==> src/rtl/updi_pkg.sv <==
// Shared UPDI definitions: opcode constants, operation/state/size enums and
// the character framing helper used by the command sequencer.
package updi_pkg;

  localparam int unsigned MAX_FRAME_W = 12;

  localparam logic [7:0] OPC_SYNCH   = 8'h55;
  localparam logic [7:0] OPC_LDS     = 8'h00;
  localparam logic [7:0] OPC_STS     = 8'h40;
  localparam logic [7:0] OPC_ST_PTR  = 8'h68;
  localparam logic [7:0] OPC_LD_PINC = 8'h24;
  localparam logic [7:0] OPC_ST_PINC = 8'h64;
  localparam logic [7:0] OPC_REPEAT  = 8'hA0;

  // bit0 = write, bit1 = burst
  typedef enum logic [1:0] {
    OP_LDS = 2'd0,
    OP_STS = 2'd1,
    OP_LD  = 2'd2,
    OP_ST  = 2'd3
  } op_e;

  typedef enum logic [1:0] {
    ASZ_BYTE  = 2'd0,
    ASZ_WORD  = 2'd1,
    ASZ_3BYTE = 2'd2
  } asz_e;

  typedef enum logic {
    DSZ_BYTE = 1'b0,
    DSZ_WORD = 1'b1
  } dsz_e;

  typedef enum logic [3:0] {
    ST_IDLE,
    ST_SYNC,
    ST_OP,
    ST_ADDR,
    ST_SYNC_REP,
    ST_REP_OP,
    ST_REP_CNT,
    ST_SYNC_PINC,
    ST_PINC_OP,
    ST_DATA,
    ST_DONE
  } state_e;

  // LDS/STS opcode: base | asz<<2 | dsz
  function automatic logic [7:0] opc_direct(input logic [7:0] base, input asz_e asz,
                                            input dsz_e dsz);
    return base | {4'h0, asz, 1'b0, dsz};
  endfunction

  // start 0, data LSB first, even parity, stop bits high; caller truncates to its width
  function automatic logic [MAX_FRAME_W-1:0] frame(input logic [7:0] b,
                                                  input int unsigned stop_bits);
    logic [MAX_FRAME_W-1:0] f;
    f      = '0;
    f[8:1] = b;
    f[9]   = ^b;
    f[10]  = 1'b1;
    f[11]  = (stop_bits > 1);
    return f;
  endfunction

endpackage

==> src/rtl/updi_frame_reg.sv <==
// One-entry output frame register with valid/ready handshake.
//   clk_i/rstn_i : clock, async active-low reset
//   load_i/data_i: load a new frame (only when can_load_o)
//   ready_i      : downstream accepts the held frame
//   data_o/valid_o: registered frame and valid
//   can_load_o   : register empty or draining this cycle
module updi_frame_reg #(
  parameter int unsigned W = 12
) (
  input  logic         clk_i,
  input  logic         rstn_i,
  input  logic         load_i,
  input  logic [W-1:0] data_i,
  input  logic         ready_i,
  output logic [W-1:0] data_o,
  output logic         valid_o,
  output logic         can_load_o
);

  logic [W-1:0] data_q;
  logic         valid_q;

  always_ff @(posedge clk_i or negedge rstn_i) begin
    if (!rstn_i) begin
      data_q  <= '0;
      valid_q <= 1'b0;
    end else if (load_i) begin
      data_q  <= data_i;
      valid_q <= 1'b1;
    end else if (ready_i) begin
      valid_q <= 1'b0;
    end
  end

  assign can_load_o = ~valid_q | ready_i;
  assign data_o     = data_q;
  assign valid_o    = valid_q;

endmodule

==> src/rtl/updi_cmd_seq.sv <==
// UPDI command sequencer: turns one LDS/STS/LD/ST-burst descriptor into the
// framed UPDI character stream for the PHY, pulling write data from the APP.
//   i_cmd_*            : command descriptor handshake (o_cmd_ready high only in IDLE)
//   i_data/i_valid/o_ready : APP write byte stream (o_ready = byte consumed this cycle)
//   o_data/o_valid/i_ready : framed characters to the PHY
//   o_rx_len/o_rx_start    : receive length and start pulse for load commands
//   o_busy/o_done          : command in progress / completion pulse
module updi_cmd_seq
  import updi_pkg::*;
#(
  parameter int unsigned ADDR_BYTES = 2,
  parameter int unsigned STOP_BITS  = 2,
  parameter int unsigned MAX_REP    = 255
) (
  input  logic                    i_clk,
  input  logic                    i_rstn,
  input  logic                    i_cmd_valid,
  output logic                    o_cmd_ready,
  input  logic [1:0]              i_cmd_op,
  input  logic [8*ADDR_BYTES-1:0] i_cmd_addr,
  input  logic                    i_cmd_word,
  input  logic [7:0]              i_cmd_rep,
  input  logic [7:0]              i_data,
  input  logic                    i_valid,
  output logic                    o_ready,
  output logic [10+STOP_BITS-1:0] o_data,
  output logic                    o_valid,
  input  logic                    i_ready,
  output logic [16:0]             o_rx_len,
  output logic                    o_rx_start,
  output logic                    o_busy,
  output logic                    o_done
);

  localparam int unsigned FRAME_W = 10 + STOP_BITS;
  localparam int unsigned AW      = 8 * ADDR_BYTES;
  localparam asz_e        ASZ     = asz_e'(2'(ADDR_BYTES - 1));

  state_e          state_q, state_d;
  op_e             op_q, op_d;
  logic [AW-1:0]   addr_q, addr_d;
  logic            word_q, word_d;
  logic [7:0]      rep_q, rep_d;
  logic [1:0]      addr_idx_q, addr_idx_d;
  logic [16:0]     data_cnt_q, data_cnt_d;
  logic            busy_q, busy_d;
  logic            done_q, done_d;
  logic            rx_start_q, rx_start_d;
  logic [16:0]     rx_len_q, rx_len_d;
  logic            cmd_ready_q, cmd_ready_d;

  logic            fr_load, fr_can_load;
  logic [7:0]      fr_byte;
  logic            ready_c;
  logic            accept, is_burst, is_write;
  logic [16:0]     n_elems;

  assign accept   = i_cmd_valid & cmd_ready_q;
  assign is_burst = op_q[1];
  assign is_write = op_q[0];
  assign n_elems  = (is_burst ? (17'(rep_q) + 17'd1) : 17'd1) << word_q;

  // State and output registers
  always_ff @(posedge i_clk or negedge i_rstn) begin
    if (!i_rstn) begin
      state_q     <= ST_IDLE;
      op_q        <= OP_LDS;
      addr_q      <= '0;
      word_q      <= 1'b0;
      rep_q       <= 8'd0;
      addr_idx_q  <= 2'd0;
      data_cnt_q  <= 17'd0;
      busy_q      <= 1'b0;
      done_q      <= 1'b0;
      rx_start_q  <= 1'b0;
      rx_len_q    <= 17'd0;
      cmd_ready_q <= 1'b1;
    end else begin
      state_q     <= state_d;
      op_q        <= op_d;
      addr_q      <= addr_d;
      word_q      <= word_d;
      rep_q       <= rep_d;
      addr_idx_q  <= addr_idx_d;
      data_cnt_q  <= data_cnt_d;
      busy_q      <= busy_d;
      done_q      <= done_d;
      rx_start_q  <= rx_start_d;
      rx_len_q    <= rx_len_d;
      cmd_ready_q <= cmd_ready_d;
    end
  end

  // Next-state, frame selection and APP handshake
  always_comb begin
    state_d     = state_q;
    op_d        = op_q;
    addr_d      = addr_q;
    word_d      = word_q;
    rep_d       = rep_q;
    addr_idx_d  = addr_idx_q;
    data_cnt_d  = data_cnt_q;
    busy_d      = busy_q;
    done_d      = 1'b0;
    rx_start_d  = 1'b0;
    rx_len_d    = rx_len_q;
    cmd_ready_d = cmd_ready_q;
    fr_load     = 1'b0;
    fr_byte     = 8'h00;
    ready_c     = 1'b0;

    unique case (state_q)
      ST_IDLE: begin
        // ready re-arms one cycle after the done pulse
        cmd_ready_d = ~accept;
        if (accept) begin
          op_d       = op_e'(i_cmd_op);
          addr_d     = i_cmd_addr;
          word_d     = i_cmd_word;
          rep_d      = (i_cmd_rep > 8'(MAX_REP)) ? 8'(MAX_REP) : i_cmd_rep;
          addr_idx_d = 2'd0;
          data_cnt_d = 17'd0;
          rx_len_d   = 17'd0;
          busy_d     = 1'b1;
          state_d    = ST_SYNC;
        end
      end
      ST_SYNC: if (fr_can_load) begin
        fr_load = 1'b1;
        fr_byte = OPC_SYNCH;
        state_d = ST_OP;
      end
      ST_OP: if (fr_can_load) begin
        fr_load = 1'b1;
        if (is_burst) fr_byte = OPC_ST_PTR | {6'd0, ASZ};
        else          fr_byte = opc_direct(is_write ? OPC_STS : OPC_LDS, ASZ, dsz_e'(word_q));
        state_d = ST_ADDR;
      end
      ST_ADDR: if (fr_can_load) begin
        fr_load    = 1'b1;
        fr_byte    = 8'(addr_q >> {addr_idx_q, 3'b000});
        addr_idx_d = addr_idx_q + 2'd1;
        if (addr_idx_q == 2'(ADDR_BYTES - 1)) begin
          addr_idx_d = 2'd0;
          if (is_burst)      state_d = (rep_q == 8'd0) ? ST_SYNC_PINC : ST_SYNC_REP;
          else if (is_write) state_d = ST_DATA;
          else               state_d = ST_DONE;
        end
      end
      ST_SYNC_REP: if (fr_can_load) begin
        fr_load = 1'b1;
        fr_byte = OPC_SYNCH;
        state_d = ST_REP_OP;
      end
      ST_REP_OP: if (fr_can_load) begin
        fr_load = 1'b1;
        fr_byte = OPC_REPEAT;
        state_d = ST_REP_CNT;
      end
      ST_REP_CNT: if (fr_can_load) begin
        fr_load = 1'b1;
        fr_byte = rep_q;
        state_d = ST_SYNC_PINC;
      end
      ST_SYNC_PINC: if (fr_can_load) begin
        fr_load = 1'b1;
        fr_byte = OPC_SYNCH;
        state_d = ST_PINC_OP;
      end
      ST_PINC_OP: if (fr_can_load) begin
        fr_load = 1'b1;
        fr_byte = (is_write ? OPC_ST_PINC : OPC_LD_PINC) | {7'd0, word_q};
        state_d = is_write ? ST_DATA : ST_DONE;
      end
      ST_DATA: begin
        ready_c = i_valid & fr_can_load;
        if (ready_c) begin
          fr_load    = 1'b1;
          fr_byte    = i_data;
          data_cnt_d = data_cnt_q + 17'd1;
          if (data_cnt_q == n_elems - 17'd1) state_d = ST_DONE;
        end
      end
      ST_DONE: begin
        // finish only once the last frame has left the output register
        if (fr_can_load) begin
          done_d     = 1'b1;
          busy_d     = 1'b0;
          rx_start_d = ~is_write;
          rx_len_d   = is_write ? 17'd0 : n_elems;
          state_d    = ST_IDLE;
        end
      end
      default: state_d = ST_IDLE;
    endcase
  end

  updi_frame_reg #(
    .W (FRAME_W)
  ) u_frame_reg (
    .clk_i      (i_clk),
    .rstn_i     (i_rstn),
    .load_i     (fr_load),
    .data_i     (FRAME_W'(frame(fr_byte, STOP_BITS))),
    .ready_i    (i_ready),
    .data_o     (o_data),
    .valid_o    (o_valid),
    .can_load_o (fr_can_load)
  );

  assign o_ready     = ready_c;
  assign o_cmd_ready = cmd_ready_q;
  assign o_busy      = busy_q;
  assign o_done      = done_q;
  assign o_rx_start  = rx_start_q;
  assign o_rx_len    = rx_len_q;

endmodule

==> config.mk <==
export PLATFORM = sky130hd
export DESIGN_NAME = updi_cmd_seq
export DESIGN_NICKNAME = d
export VERILOG_FILES = /design/src/rtl/updi_pkg.sv /design/src/rtl/updi_frame_reg.sv /design/src/rtl/updi_cmd_seq.sv
export SDC_FILE = /design/constraint.sdc
export NUM_CORES = 1
export LEC_CHECK = 0
export ABC_AREA = 1
export BUFFER_PORTS_ARGS = -buffer_cell sky130_fd_sc_hd__buf_2
export CORE_MARGIN = 2
export CORE_UTILIZATION = 62
export DETAILED_ROUTE_END_ITERATION = 16
export PLACE_DENSITY = 0.85
export SLEW_MARGIN = 15
export SYNTH_ARGS = -nofsm -noshare
export SYNTH_HDL_FRONTEND = slang
export SYNTH_SLANG_ARGS = --single-unit
==> constraint.sdc <==
create_clock -name i_clk -period 5.4 [get_ports i_clk]
set_input_delay 0.81 -clock i_clk [delete_from_list [all_inputs] [get_ports i_clk]]
set_output_delay 0.81 -clock i_clk [all_outputs]
set_load 0.005 [all_outputs]
Word level (Yosys, flattened, before mapping)
Index checks and enable logic that the tools add are counted.
{"block": "word_totals", "register_bits": 82, "output_inout_bits": 35, "in_bits": 40}
{"block": "classes", "n_mux": 52, "n_lt_le_gt_ge": 1, "eq_ne": 25, "bitwise_logic": 8, "add_sub_neg": 4, "shift": 2, "n_reduce_logical": 14}
{"cell": "17-bit 2-to-1 mux", "count": 4}
{"cell": "17-bit one-hot mux with 2 select lines", "count": 2}
{"cell": "4-bit 2-to-1 mux", "count": 14}
{"cell": "8-bit one-hot mux with 7 select lines", "count": 1}
{"cell": "4-bit one-hot mux with 11 select lines", "count": 1}
{"cell": "7-bit 2-to-1 mux", "count": 6}
{"cell": "8-bit 2-to-1 mux", "count": 5}
{"cell": "2-bit inequality test, second input constant", "count": 13}
{"cell": "17-bit by 1-bit adder with 17-bit output, second input constant", "count": 1}
{"cell": "17-bit equality test", "count": 1}
{"cell": "9-bit by 1-bit << shifter with 17-bit output", "count": 1}
{"cell": "17-bit by 1-bit subtractor with 17-bit output, second input constant", "count": 1}
{"cell": "4-bit by 3-bit equality test with 1-bit output, second input constant", "count": 4}
{"cell": "16-bit by 5-bit right shift with 8-bit output", "count": 1}
{"cell": "13-bit AND reduction", "count": 1}
{"cell": "4-bit equality test, second input constant", "count": 3}
{"cell": "1-bit 2-to-1 mux", "count": 10}
{"cell": "2-bit 2-to-1 mux", "count": 5}
{"cell": "8-bit by 1-bit adder with 9-bit output, second input constant", "count": 1}
{"cell": "9-bit 2-to-1 mux", "count": 1}
{"cell": "3-bit AND reduction", "count": 3}
{"cell": "4-bit by 2-bit equality test with 1-bit output, second input constant", "count": 2}
{"cell": "8-bit greater-than comparator, second input constant", "count": 1}
{"cell": "8-bit logical NOT", "count": 1}
{"cell": "other kinds (16)", "count": 23}

Logic depth before layout (Yosys ltp)
Gate-level depths: netlist (run 1).
{"block": "logic_depth", "word_depth": 8, "mapped_depth": 22, "depth_no_buf": 22}

Modules after synthesis
From an unflattened synthesis (run 1), not the netlist that was laid out.
{"block": "unflattened", "cells_unflattened": 656, "area_unflattened_um2": 4717.0}
{"mod": "updi_cmd_seq", "cells_per_inst": 601, "seq_area_each_um2": 1602.8, "instances": 1, "area_per_inst_um2": 4222.8}
{"mod": "updi_frame_reg", "cells_per_inst": 55, "seq_area_each_um2": 325.3, "instances": 1, "area_per_inst_um2": 494.2}

Worst setup path before layout (run 1)
No wires, ideal clock.
{"block": "synth_timing", "kind": "reg-to-reg", "startpoint": "reg rep_q[0]", "endpoint": "reg state_q[1]", "t_arrival_ns": 2.360, "slack_ns": 2.922, "stages_incl_launch_ff": 20, "path_cell_list": "dfrtp_1 inv_2 ha_1 nand2_1 nand2_1 o21ai_0 ha_1 inv_1 nor2_1 nand2_1 nor2_2 nand4_1 o31ai_1 o21ai_0 nor2_1 nand3_1 nand2_2 nand2_2 nand2_1 nand2_1"}
{"block": "synth_via", "elab_chain_cells": 7, "word_cells_on_any_way": 13, "cone_classes": "add/sub (2); eq/ne (2); shift (1); mux (6); reduce/logical (2)"}
{"element": "from (decl)", "line_no": "updi_cmd_seq.sv:43", "text": "logic [7:0] rep_q, rep_d;"}
{"element": "from (signal assigned)", "line_no": "updi_cmd_seq.sv:83", "text": "rep_q <= rep_d;"}
{"element": "8-bit by 1-bit adder with 9-bit output", "line_no": "updi_cmd_seq.sv:61", "text": "assign n_elems = (is_burst ? (17'(rep_q) + 17'd1) : 17'd1) << word_q;"}
{"element": "9-bit 2-to-1 mux", "line_no": "updi_cmd_seq.sv:61"}
{"element": "9-bit by 1-bit << shifter with 17-bit output", "line_no": "updi_cmd_seq.sv:61"}
{"element": "17-bit by 1-bit subtractor with 17-bit output", "line_no": "updi_cmd_seq.sv:181", "text": "if (data_cnt_q == n_elems - 17'd1) state_d = ST_DONE;"}
{"element": "17-bit equality test", "line_no": "updi_cmd_seq.sv:181"}
{"element": "2-bit inequality test (no source line)"}
{"element": "13-bit AND reduction (no source line)"}
{"element": "to (signal assigned)", "line_no": "updi_cmd_seq.sv:79", "text": "state_q <= state_d;"}
{"element": "to (decl)", "line_no": "updi_cmd_seq.sv:39", "text": "state_e state_q, state_d;"}
Several ways; a longest one is shown, not always the timed one. The select of a mux whose other input is x is not followed.
A chain may end at the register's enable or synchronous reset.

Worst setup path in the final report (run 1)
{"block": "layout_timing", "startpoint": "reg op_q[1]", "endpoint": "reg state_q[0]"}
{"block": "layout_via", "elab_chain_cells": 6, "word_cells_on_any_way": 10, "cone_classes": "add/sub (1); eq/ne (2); shift (1); mux (5); reduce/logical (1)"}
{"element": "from (decl)", "line_no": "updi_cmd_seq.sv:40", "text": "op_e op_q, op_d;"}
{"element": "from (signal assigned)", "line_no": "updi_cmd_seq.sv:80", "text": "op_q <= op_d;"}
{"element": "9-bit 2-to-1 mux", "line_no": "updi_cmd_seq.sv:61"}
{"element": "9-bit by 1-bit << shifter with 17-bit output", "line_no": "updi_cmd_seq.sv:61"}
{"element": "17-bit by 1-bit subtractor with 17-bit output", "line_no": "updi_cmd_seq.sv:181"}
{"element": "17-bit equality test", "line_no": "updi_cmd_seq.sv:181"}
{"element": "2-bit inequality test (no source line)"}
{"element": "13-bit AND reduction (no source line)"}
Several ways; a longest one is shown, not always the timed one. The select of a mux whose other input is x is not followed.

==> results of run 1 <==
flip-flops by register name (all words and copies together), names as in the netlist, 2 cells and up:
signal / cells
data_cnt_q: 17
op_q: 2
state_q: 4
addr_idx_q: 2
addr_q: 16
o_rx_len: 10
rep_q: 8
u_frame_reg.data_o: 10
per-layer routing:
layer / up-vias / track usage (%) / routed length (um)
met4: 0 / 12.6 / 418
met2: 267 / 48.1 / 5290
met3: 51 / 3.76 / 973
met1: 2140 / 45.4 / 5230
li1: 2224 / - / -
met5: - / 0 / 0
worst reg2reg max path, stage by stage, from the launching register on:
cell and delay, ps:
dfrtp_1 750, nand2_1 150, o21ai_0 240, ha_1 200, inv_1 50, nor2_1 190, nand2_1 130, nor2_2 150
nand4_1 180, o31ai_1 110, o21ai_0 120, nor2_1 150, nand3_1 160, nand2_2 140, nand2_2 80, nand2_1 90
nand2_1 60
power breakdown:
group / switching, mW / internal [mW]
clock network: 0.213 / 0.174
registers: 0.256 / 0.798
logic: 1.01 / 0.552
total: 1.48 / 1.52
cells in the mapped netlist (all sizes together) (4+ instances only):
master,n
o21ai,43
nand4,15
ha,4
xnor2,4
nand2,223
o211ai,4
buf,15
nor3,13
nor2,58
xor2,7
a21oi,23
nand3,66
clkbuf,11
inv,61
dfrtp,74
per-stage QoR:
stage,cell area [um^2],worst slack (ps)
floorplan,4660,2920
finish,5150,2320
global route,5150,2040
global placement,4980,2370
detailed placement,4980,2300
CTS,5150,2400
cells by family after synthesis:
kind of cell	after synthesis	synth area share (%)
simple gates	381	37.1
buf+inv	89	8.29
compound gates	87	10.7
flops	75	40.5
xor+xnor	11	2.08
fa+ha+maj	4	1.08
other cells	1	0.0809
mux	1	0.216
worst paths after layout:
path                                       startpoint                     to  cells after the start
worst max-delay path                          op_q[1]             state_q[0]                     16
worst min-delay path                           i_rstn             o_rx_start                      1
worst max register to register                op_q[1]             state_q[0]                     16
worst min register to register  u_frame_reg.data_o[5]  u_frame_reg.data_o[5]                      1
max in group asynchronous                      i_rstn               rep_q[4]                      2
min in group i_clk              u_frame_reg.data_o[5]  u_frame_reg.data_o[5]                      1
area by class of cell:
| class | count | share of cell area, % |
|---|---|---|
| Tap cell | 99 | 2.41 |
| Timing Repair Buffer | 68 | 6.71 |
| Clock buffer | 10 | 2.67 |
| Clock inverter | 5 | 0.583 |
| Inverter | 63 | 4.59 |
| Multi-Input combinational cell | 492 | 46.6 |
| Sequential cell | 75 | 36.5 |
==> impl_metrics.env, run 1 <==
export IMPL_status="completed"
export IMPL_worst_path_most_repeated_cell="nand2_1"
export IMPL_maxCapViolations=0
export IMPL_fmax_ghz=0.325
export IMPL_gp_congestion=1.03
export IMPL_port_buffer_count=66
export IMPL_final_common_cell="nand2_1"
export IMPL_fillers=643
export IMPL_yosysSeqAreaShare_pct=40.5
export IMPL_clkTransAtPathRegs_ps=80
export IMPL_insertion_delay_ps=360
export IMPL_fin_setup_tns_ps=0
export IMPL_ys_seq_elements=75
export IMPL_endpoint_kind="register"
export IMPL_multiInputGateArea_mm2=0.00240
export IMPL_crit_chain="nand2_1, o21ai_0, ha_1, inv_1, nor2_1, nand2_1, nor2_2, nand4_1, o31ai_1, o21ai_0, nor2_1, nand3_1, nand2_2, nand2_2, nand2_1, nand2_1"
export IMPL_finalNonFillerCells=812
export IMPL_antenna_found_initial=0
export IMPL_synth_area_leaders="dfrtp_1 (40%), nand2_1 (17%), nand3_1 (6.9%)"
export IMPL_fp_dieW_um=90.5
export IMPL_die_h_um=90.5
export IMPL_die_area_mm2=0.00818
export IMPL_yosys_warnings=0
export IMPL_vdd_ir_drop_max_mv=0.273
export IMPL_row_count=31
export IMPL_synth_top_area_cell="dfrtp_1"
export IMPL_post_route_min_period_ps=3080
export IMPL_synth_area_mm2=0.00463
export IMPL_cts_hold_fix_buffers=0
export IMPL_ys_types=46
export IMPL_seqCellArea_mm2=0.00188
export IMPL_first_pass_iters=5
export IMPL_arrival_ps=3320
export IMPL_coreArea_mm2=0.00725
export IMPL_critPathMaxFanout=22
export IMPL_cts_sinks=75
export IMPL_rrSetupSlack_ps=2320
export IMPL_finClkSkew_ps=11.8
export IMPL_drcViolationCount=0
export IMPL_hold_ws_ps=462
export IMPL_dp_cells=797
export IMPL_root_buffer="clkbuf_8"
export IMPL_post_cts_buffers=0
export IMPL_grt_pass1_wl_um=20700
export IMPL_min_path_type="input port to async pin"
export IMPL_synthArstFlopShare_pct=100
export IMPL_fin_crit_sh_pct=57.0
export IMPL_grt_usage_pct=31.3
export IMPL_drtIter0Drc=535
export IMPL_synth_edf_count=0
export IMPL_num_antenna_cells=0
export IMPL_wl_per_cell_um=14.7
export IMPL_avgViaCountPerCell=5.77
export IMPL_max_stage_delay_ps=750
export IMPL_cp_slowest_cell="dfrtp_1"
export IMPL_tightest_slew_ps=909
export IMPL_final_max_slew_viol_count=0
export IMPL_syn_avg_cell_area_um2=7.14
export IMPL_synth_top_area_share_pct=40.0
export IMPL_io_pins=75
export IMPL_grt_pass1_vias=4353
export IMPL_initial_core_util_pct=63.9
export IMPL_critical_path_top_delay_family="simple AND/OR/NAND/NOR gates"
export IMPL_fin_nets=753
export IMPL_tritoncts="done"
export IMPL_globalRouteOverflowTotal=0
export IMPL_crit_buf_inv=1
export IMPL_hold_viol=0
export IMPL_fin_util_pct=71.0
export IMPL_ys_flop_type="dfrtp_1"
export IMPL_cts_made_buffers=9
export IMPL_postRouteAntennaNets=0
export IMPL_grt_start_max_net_pins=50
export IMPL_relSlewSlack_pct=39.3
export IMPL_finalPower_mw=3.01
export IMPL_setup_worst_path_start_class="register"
export IMPL_final_cell_mix="nand2_1 (211), dfrtp_1 (74), buf_2 (66), nand3_1 (64), inv_1 (57)"
export IMPL_leakagePower_nw=2.68
export IMPL_critPathRequiredTime_ps=5640
export IMPL_drive_above_1_share_pct=17.3
export IMPL_critPathKind="register to register"
export IMPL_setup_viol=0
export IMPL_dp_hpwl_um=8830
export IMPL_power_density_mw_per_mm2=584
export IMPL_syn_to_final_growth_pct=11.1
export IMPL_rsz0062_at_grt="false"
export IMPL_cts_htree_levels=3
export IMPL_vias=4682
export IMPL_wl_um=11900
export IMPL_synthCells=649
export IMPL_max_clock_path_buffers=2
export IMPL_cts_resized=0
Note: power is estimated with default switching activity, not from simulation.
==> inputs of run 2 (changes only) <==
--- a/config.mk
+++ b/config.mk
@@ -8,9 +8,9 @@
 export ABC_AREA = 1
 export BUFFER_PORTS_ARGS = -buffer_cell sky130_fd_sc_hd__buf_2
 export CORE_MARGIN = 2
-export CORE_UTILIZATION = 62
+export CORE_UTILIZATION = 57
 export DETAILED_ROUTE_END_ITERATION = 16
-export PLACE_DENSITY = 0.85
+export PLACE_DENSITY = 0.79
 export SLEW_MARGIN = 15
 export SYNTH_ARGS = -nofsm -noshare
 export SYNTH_HDL_FRONTEND = slang
==> constraint.sdc (replaced) <==
create_clock -name i_clk -period 2.9 [get_ports i_clk]
set_input_delay 0.435 -clock i_clk [delete_from_list [all_inputs] [get_ports i_clk]]
set_output_delay 0.435 -clock i_clk [all_outputs]
set_load 0.005 [all_outputs]
==> impl_metrics.env, run 2 (synthesized netlist as in run 1, its figures left out) <==
export IMPL_setup_worst_path_start_class="register"
export IMPL_fillers=665
export IMPL_rrSetupSlack_ps=160
export IMPL_max_stage_delay_ps=460
export IMPL_cts_hold_fix_buffers=0
export IMPL_critPathKind="register to register"
export IMPL_initial_core_util_pct=59.4
export IMPL_biggestRegsByFlops="data_cnt_q: 17 flops, addr_q: 16 flops"
export IMPL_antenna_found_initial=0
export IMPL_globalRouteOverflowTotal=0
export IMPL_clkTransAtPathRegs_ps=90
export IMPL_cts_htree_levels=3
export IMPL_avgViaCountPerCell=5.58
export IMPL_leakagePower_nw=2.75
export IMPL_final_common_cell="nand2_1"
export IMPL_grt_pass1_wl_um=20200
export IMPL_grt_pass1_vias=4268
export IMPL_first_pass_iters=6
export IMPL_critPathMaxFanout=5
export IMPL_fin_crit_sh_pct=94.6
export IMPL_status="completed"
export IMPL_num_antenna_cells=0
export IMPL_port_buffer_count=66
export IMPL_postRouteAntennaNets=0
export IMPL_row_count=32
export IMPL_gp_congestion=0.910
export IMPL_hold_viol=0
export IMPL_cts_sinks=75
export IMPL_grt_usage_pct=29.0
export IMPL_die_h_um=94.2
export IMPL_grt_most_used_layer="met2"
export IMPL_root_buffer="clkbuf_8"
export IMPL_fmax_ghz=0.364
export IMPL_critPathRequiredTime_ps=3210
export IMPL_gr_usage_met2_pct=45.2
export IMPL_drive_above_1_share_pct=21.2
export IMPL_maxCapViolations=0
export IMPL_final_max_slew_viol_count=0
export IMPL_dp_hpwl_um=8760
export IMPL_seqCellArea_mm2=0.00188
export IMPL_tritoncts="done"
export IMPL_finalPower_mw=5.83
export IMPL_die_area_mm2=0.00887
export IMPL_r2r_end="state_q[2]"
export IMPL_p_comb_share_pct=53.7
export IMPL_relSlewSlack_pct=37.0
export IMPL_reg2regPathDepth=20
export IMPL_coreArea_mm2=0.00781
export IMPL_tightest_slew_ps=939
export IMPL_power_frac_clock_pct=13.3
export IMPL_post_route_min_period_ps=2740
export IMPL_place_ws_ps=-6.33
export IMPL_drtIter0Drc=396
export IMPL_endpoint_kind="register"
export IMPL_io_pins=75
export IMPL_syn_to_final_growth_pct=15.5
export IMPL_vdd_ir_drop_max_mv=0.492
export IMPL_grt_start_max_net_pins=76
export IMPL_top_register="data_cnt_q"
export IMPL_cts_made_buffers=9
export IMPL_cp_slowest_cell="dfrtp_2"
export IMPL_hold_ws_ps=196
export IMPL_p_int_mw=3.00
export IMPL_vias=4631
export IMPL_final_cell_mix="nand2_1 (206), dfrtp_1 (73), buf_2 (65), nand3_1 (63), inv_1 (55)"
export IMPL_multiInputGateArea_mm2=0.00246
export IMPL_fin_nets=767
export IMPL_wl_per_cell_um=14.6
export IMPL_insertion_delay_ps=370
export IMPL_worst_path_most_repeated_cell="nand2_2"
export IMPL_swShare_pct=48.5
export IMPL_max_clock_path_buffers=2
export IMPL_arrival_ps=3050
export IMPL_largest_reg_flops=17
export IMPL_grtUsageMet3_pct=4.65
export IMPL_final_setup_worst_slack_ps=156
export IMPL_drcViolationCount=0
export IMPL_min_path_type="input port to async pin"
export IMPL_power_switching_mw=2.83
export IMPL_power_density_mw_per_mm2=1090
export IMPL_r2r_start="rep_q[0]"
export IMPL_finClkSkew_ps=15.4
export IMPL_wl_um=12100
export IMPL_seq_power_share_pct=33.0
export IMPL_setup_viol=0
export IMPL_crit_chain="inv_4, ha_4, nand2_2, nand2_1, o21ai_2, ha_2, inv_2, nor2_4, nand2_2, nor2_4, buf_4, nand4_1, xor2_1, inv_1, nor2_1, nand3_1, nand2_2, buf_4, nand3_1, nand2_1"
export IMPL_fp_dieW_um=94.2
export IMPL_grtUsageMet1_pct=41.7
## run 2: cell types whose count changed in the layout (fill, tap and decap cells not counted), moves of 3 or more
cell	change
buf_4	+15
ha_1	-3
nand2_1	-5
nand2_2	+4
nor2_1	-3
nor2_4	+3
## run 2: area by class of cell
cell class	count	area share (%)
Sequential cell	75	35.1
Inverter	63	4.46
Timing Repair Buffer	82	8.46
Clock inverter	5	0.701
Clock buffer	11	2.83
Tap cell	102	2.38
Multi-Input combinational cell	492	46.0
## run 2: worst max-delay path, delay by kind of cell, from the launching register on
kind,cells,cell delay [ps]
adder cells (fa/ha/maj),2,410
AND/OR/NAND/NOR,11,1130
buffers and inverters,5,460
XOR/XNOR,1,170
flip-flops,1,460
AO/OA/AOI/OAI,1,70
## run 2: worst max-delay path by stage
stage	startpoint	end	slack (ps)
2_1_floorplan	rep_q[0]	state_q[1]	420
3_3_place_gp	rep_q[0]	state_q[0]	190
3_5_place_dp	rep_q[0]	state_q[0]	-6
4_1_cts	rep_q[0]	state_q[0]	30
5_1_grt	rep_q[0]	state_q[0]	-60
6_report	rep_q[0]	state_q[2]	160
## run 2: per-stage QoR
step | util (%) | setup TNS [ps] | cells | cell area, um^2
2_1_floorplan | - | 0 | 656 | 4660
3_3_place_gp | 64.6 | 0 | 807 | 5040
3_5_place_dp | 64.6 | -11.4 | 807 | 5040
4_1_cts | 67.0 | 0 | 823 | 5230
5_1_grt | 68.6 | -190 | 830 | 5350
6_report | 68.6 | 0 | 830 | 5350
## run 2: what timing repair did
action / in CTS / in global routing
resized for setup: 1 / 22
cloned: 0 / 0
setup endpoints to repair: 4 / 4
buffers inserted: 0 / 7
pin swaps: 0 / 9
## run 2: per-layer routing
metal	share of wire (%)	wire length (um)
met5	0	0
met4	1.6	194
met3	7.2	876
met2	46	5570
met1	45	5490
## run 2: power by group through the flow
stage	combinational [mW]	clock [mW]	sequential [mW]
2_1_floorplan	2.24	0	1.79
3_3_place_gp	2.81	0	1.89
3_5_place_dp	2.89	0	1.92
4_1_cts	2.91	0.771	1.90
5_1_grt	3.53	0.830	1.98
6_report	3.13	0.777	1.92
==> inputs of run 3 (changes only) <==
--- a/config.mk
+++ b/config.mk
@@ -11,6 +11,7 @@
 export CORE_UTILIZATION = 57
 export DETAILED_ROUTE_END_ITERATION = 16
 export PLACE_DENSITY = 0.79
+export REMOVE_ABC_BUFFERS = 1
 export SLEW_MARGIN = 15
 export SYNTH_ARGS = -nofsm -noshare
 export SYNTH_HDL_FRONTEND = slang
==> impl_metrics.env, run 3 (synthesized netlist as in run 1, its figures left out) <==
export IMPL_fin_setup_tns_ps=0
export IMPL_critPathKind="register to register"
export IMPL_finClkSkew_ps=13.3
export IMPL_top_register="data_cnt_q"
export IMPL_r2r_start="rep_q[0]"
export IMPL_cts_htree_levels=3
export IMPL_p_int_mw=3.01
export IMPL_relSlewSlack_pct=37.9
export IMPL_gp_congestion=0.929
export IMPL_seq_power_share_pct=32.2
export IMPL_setup_worst_path_start_class="register"
export IMPL_fmax_ghz=0.372
export IMPL_finalPower_mw=5.92
export IMPL_final_common_cell="nand2_1"
export IMPL_drive_above_1_share_pct=21.1
export IMPL_maxCapViolations=0
export IMPL_port_buffer_count=66
export IMPL_io_pins=75
export IMPL_rrSetupSlack_ps=210
export IMPL_critPathRequiredTime_ps=3140
export IMPL_num_antenna_cells=0
export IMPL_final_cell_mix="nand2_1 (207), dfrtp_1 (72), buf_2 (65), nand3_1 (63), inv_1 (55)"
export IMPL_die_h_um=94.2
export IMPL_swShare_pct=49.1
export IMPL_first_pass_iters=6
export IMPL_vdd_ir_drop_max_mv=0.455
export IMPL_arrival_ps=2920
export IMPL_clkTransAtPathRegs_ps=90
export IMPL_reg2regPathDepth=21
export IMPL_row_count=32
export IMPL_power_switching_mw=2.91
export IMPL_power_frac_clock_pct=12.9
export IMPL_critPathMaxFanout=5
export IMPL_status="completed"
export IMPL_root_buffer="clkbuf_8"
export IMPL_r2r_end="state_q[3]"
export IMPL_wl_um=12300
export IMPL_post_route_min_period_ps=2690
export IMPL_vias=4632
export IMPL_largest_reg_flops=17
export IMPL_hold_ws_ps=208
export IMPL_place_ws_ps=65.9
export IMPL_die_area_mm2=0.00887
export IMPL_wl_per_cell_um=14.8
export IMPL_grt_usage_pct=28.7
export IMPL_globalRouteOverflowTotal=0
export IMPL_stdcell_area_mm2=0.00536
export IMPL_grt_start_max_net_pins=76
export IMPL_leakagePower_nw=2.75
export IMPL_biggestRegsByFlops="data_cnt_q: 17 flops, addr_q: 16 flops"
export IMPL_final_max_slew_viol_count=0
export IMPL_max_clock_path_buffers=2
export IMPL_grt_pass1_wl_um=19900
export IMPL_avgViaCountPerCell=5.57
export IMPL_grt_pass1_vias=4235
export IMPL_postRouteAntennaNets=0
export IMPL_antenna_found_initial=0
export IMPL_hold_viol=0
export IMPL_drtIter0Drc=369
export IMPL_tightest_slew_ps=932
export IMPL_setup_viol=0
export IMPL_post_dp_cell_area_mm2=0.00503
export IMPL_cts_sinks=75
export IMPL_fp_dieW_um=94.2
export IMPL_tritoncts="done"
export IMPL_p_comb_share_pct=54.8
export IMPL_insertion_delay_ps=360
export IMPL_syn_to_final_growth_pct=15.6
export IMPL_initial_core_util_pct=59.4
export IMPL_cts_made_buffers=9
export IMPL_final_setup_worst_slack_ps=214
export IMPL_drcViolationCount=0
export IMPL_coreArea_mm2=0.00781
export IMPL_fin_crit_sh_pct=92.6
export IMPL_min_path_type="input port to async pin"
export IMPL_fin_nets=768
export IMPL_dp_hpwl_um=8760
export IMPL_endpoint_kind="register"
export IMPL_power_density_mw_per_mm2=1110
[run 3: changes by cell type in the layout (fill, tap and decap cells not counted), sizes merged]
cell / delta
clkinvlp: +1
inv: +3
buf: +1
clkbuf: -2
clkinv: -2
[run 3: metal layers]
| metal | wire, um | track usage [%] | vias up |
|---|---|---|---|
| li1 | - | - | 2260 |
| met1 | 5590 | 41.7 | 2117 |
| met2 | 5600 | 43.8 | 232 |
| met3 | 966 | 6.10 | 23 |
| met4 | 164 | 7.37 | 0 |
| met5 | 0 | 0 | - |
[run 3: power groups by stage]
stage / logic, mW / registers, mW / clock network [mW]
2_1_floorplan: 2.10 / 1.86 / 0
3_3_place_gp: 2.83 / 1.90 / 0
3_5_place_dp: 2.92 / 1.91 / 0
4_1_cts: 2.94 / 1.89 / 0.769
5_1_grt: 3.65 / 1.97 / 0.809
6_report: 3.25 / 1.91 / 0.766
[run 3: worst max path at each step]
| stage | startpoint | to | slack, ps | cells past startpoint |
|---|---|---|---|---|
| after CTS | rep_q[0] | state_q[0] | 30 | 21 |
| after global routing | rep_q[0] | state_q[3] | -70 | 20 |
| after floorplan | rep_q[0] | state_q[0] | 420 | 19 |
| after detailed placement | rep_q[0] | state_q[0] | 70 | 21 |
| after global placement | rep_q[0] | state_q[0] | 200 | 19 |
| final | rep_q[0] | state_q[3] | 210 | 21 |
[run 3: cell type report]
| class | instances | area [um^2] |
|---|---|---|
| sequential | 75 | 1880 |
| multi-input combinational | 492 | 2470 |
| timing repair buffer | 83 | 460 |
| clock buffer | 9 | 124 |
| fill | 673 | 2450 |
| tap | 102 | 128 |
| inverter | 63 | 236 |
| clock inverter | 7 | 57.6 |
[run 3: repair_timing]
action,in CTS,in global routing
resized for setup,0,21
setup endpoints to repair,0,4
hold buffers,0,0
endpoints found under the hold margin,0,0
setup buffers,0,9
[run 3: per-stage QoR]
| step | std cells | util (%) |
|---|---|---|
| CTS | 822 | 66.8 |
| global placement | 806 | 64.5 |
| global route | 831 | 68.6 |
| floorplan | 630 | - |
| detailed placement | 806 | 64.5 |
| finish | 831 | 68.6 |
[run 3: critical path, stage by stage (launching register included)]
cell	delay [ps]
dfrtp_2	430
inv_2	90
ha_4	200
nand2_1	70
nand2_1	80
o21ai_2	70
ha_2	210
inv_2	50
nor2_4	100
nand2_2	100
nor2_4	140
nand4_1	150
nand2_1	120
nand2_1	50
inv_1	50
nand2_1	50
nor2_1	90
nand3_1	120
nand2_2	160
nand2_4	80
nand2_2	110
nand2_1	60
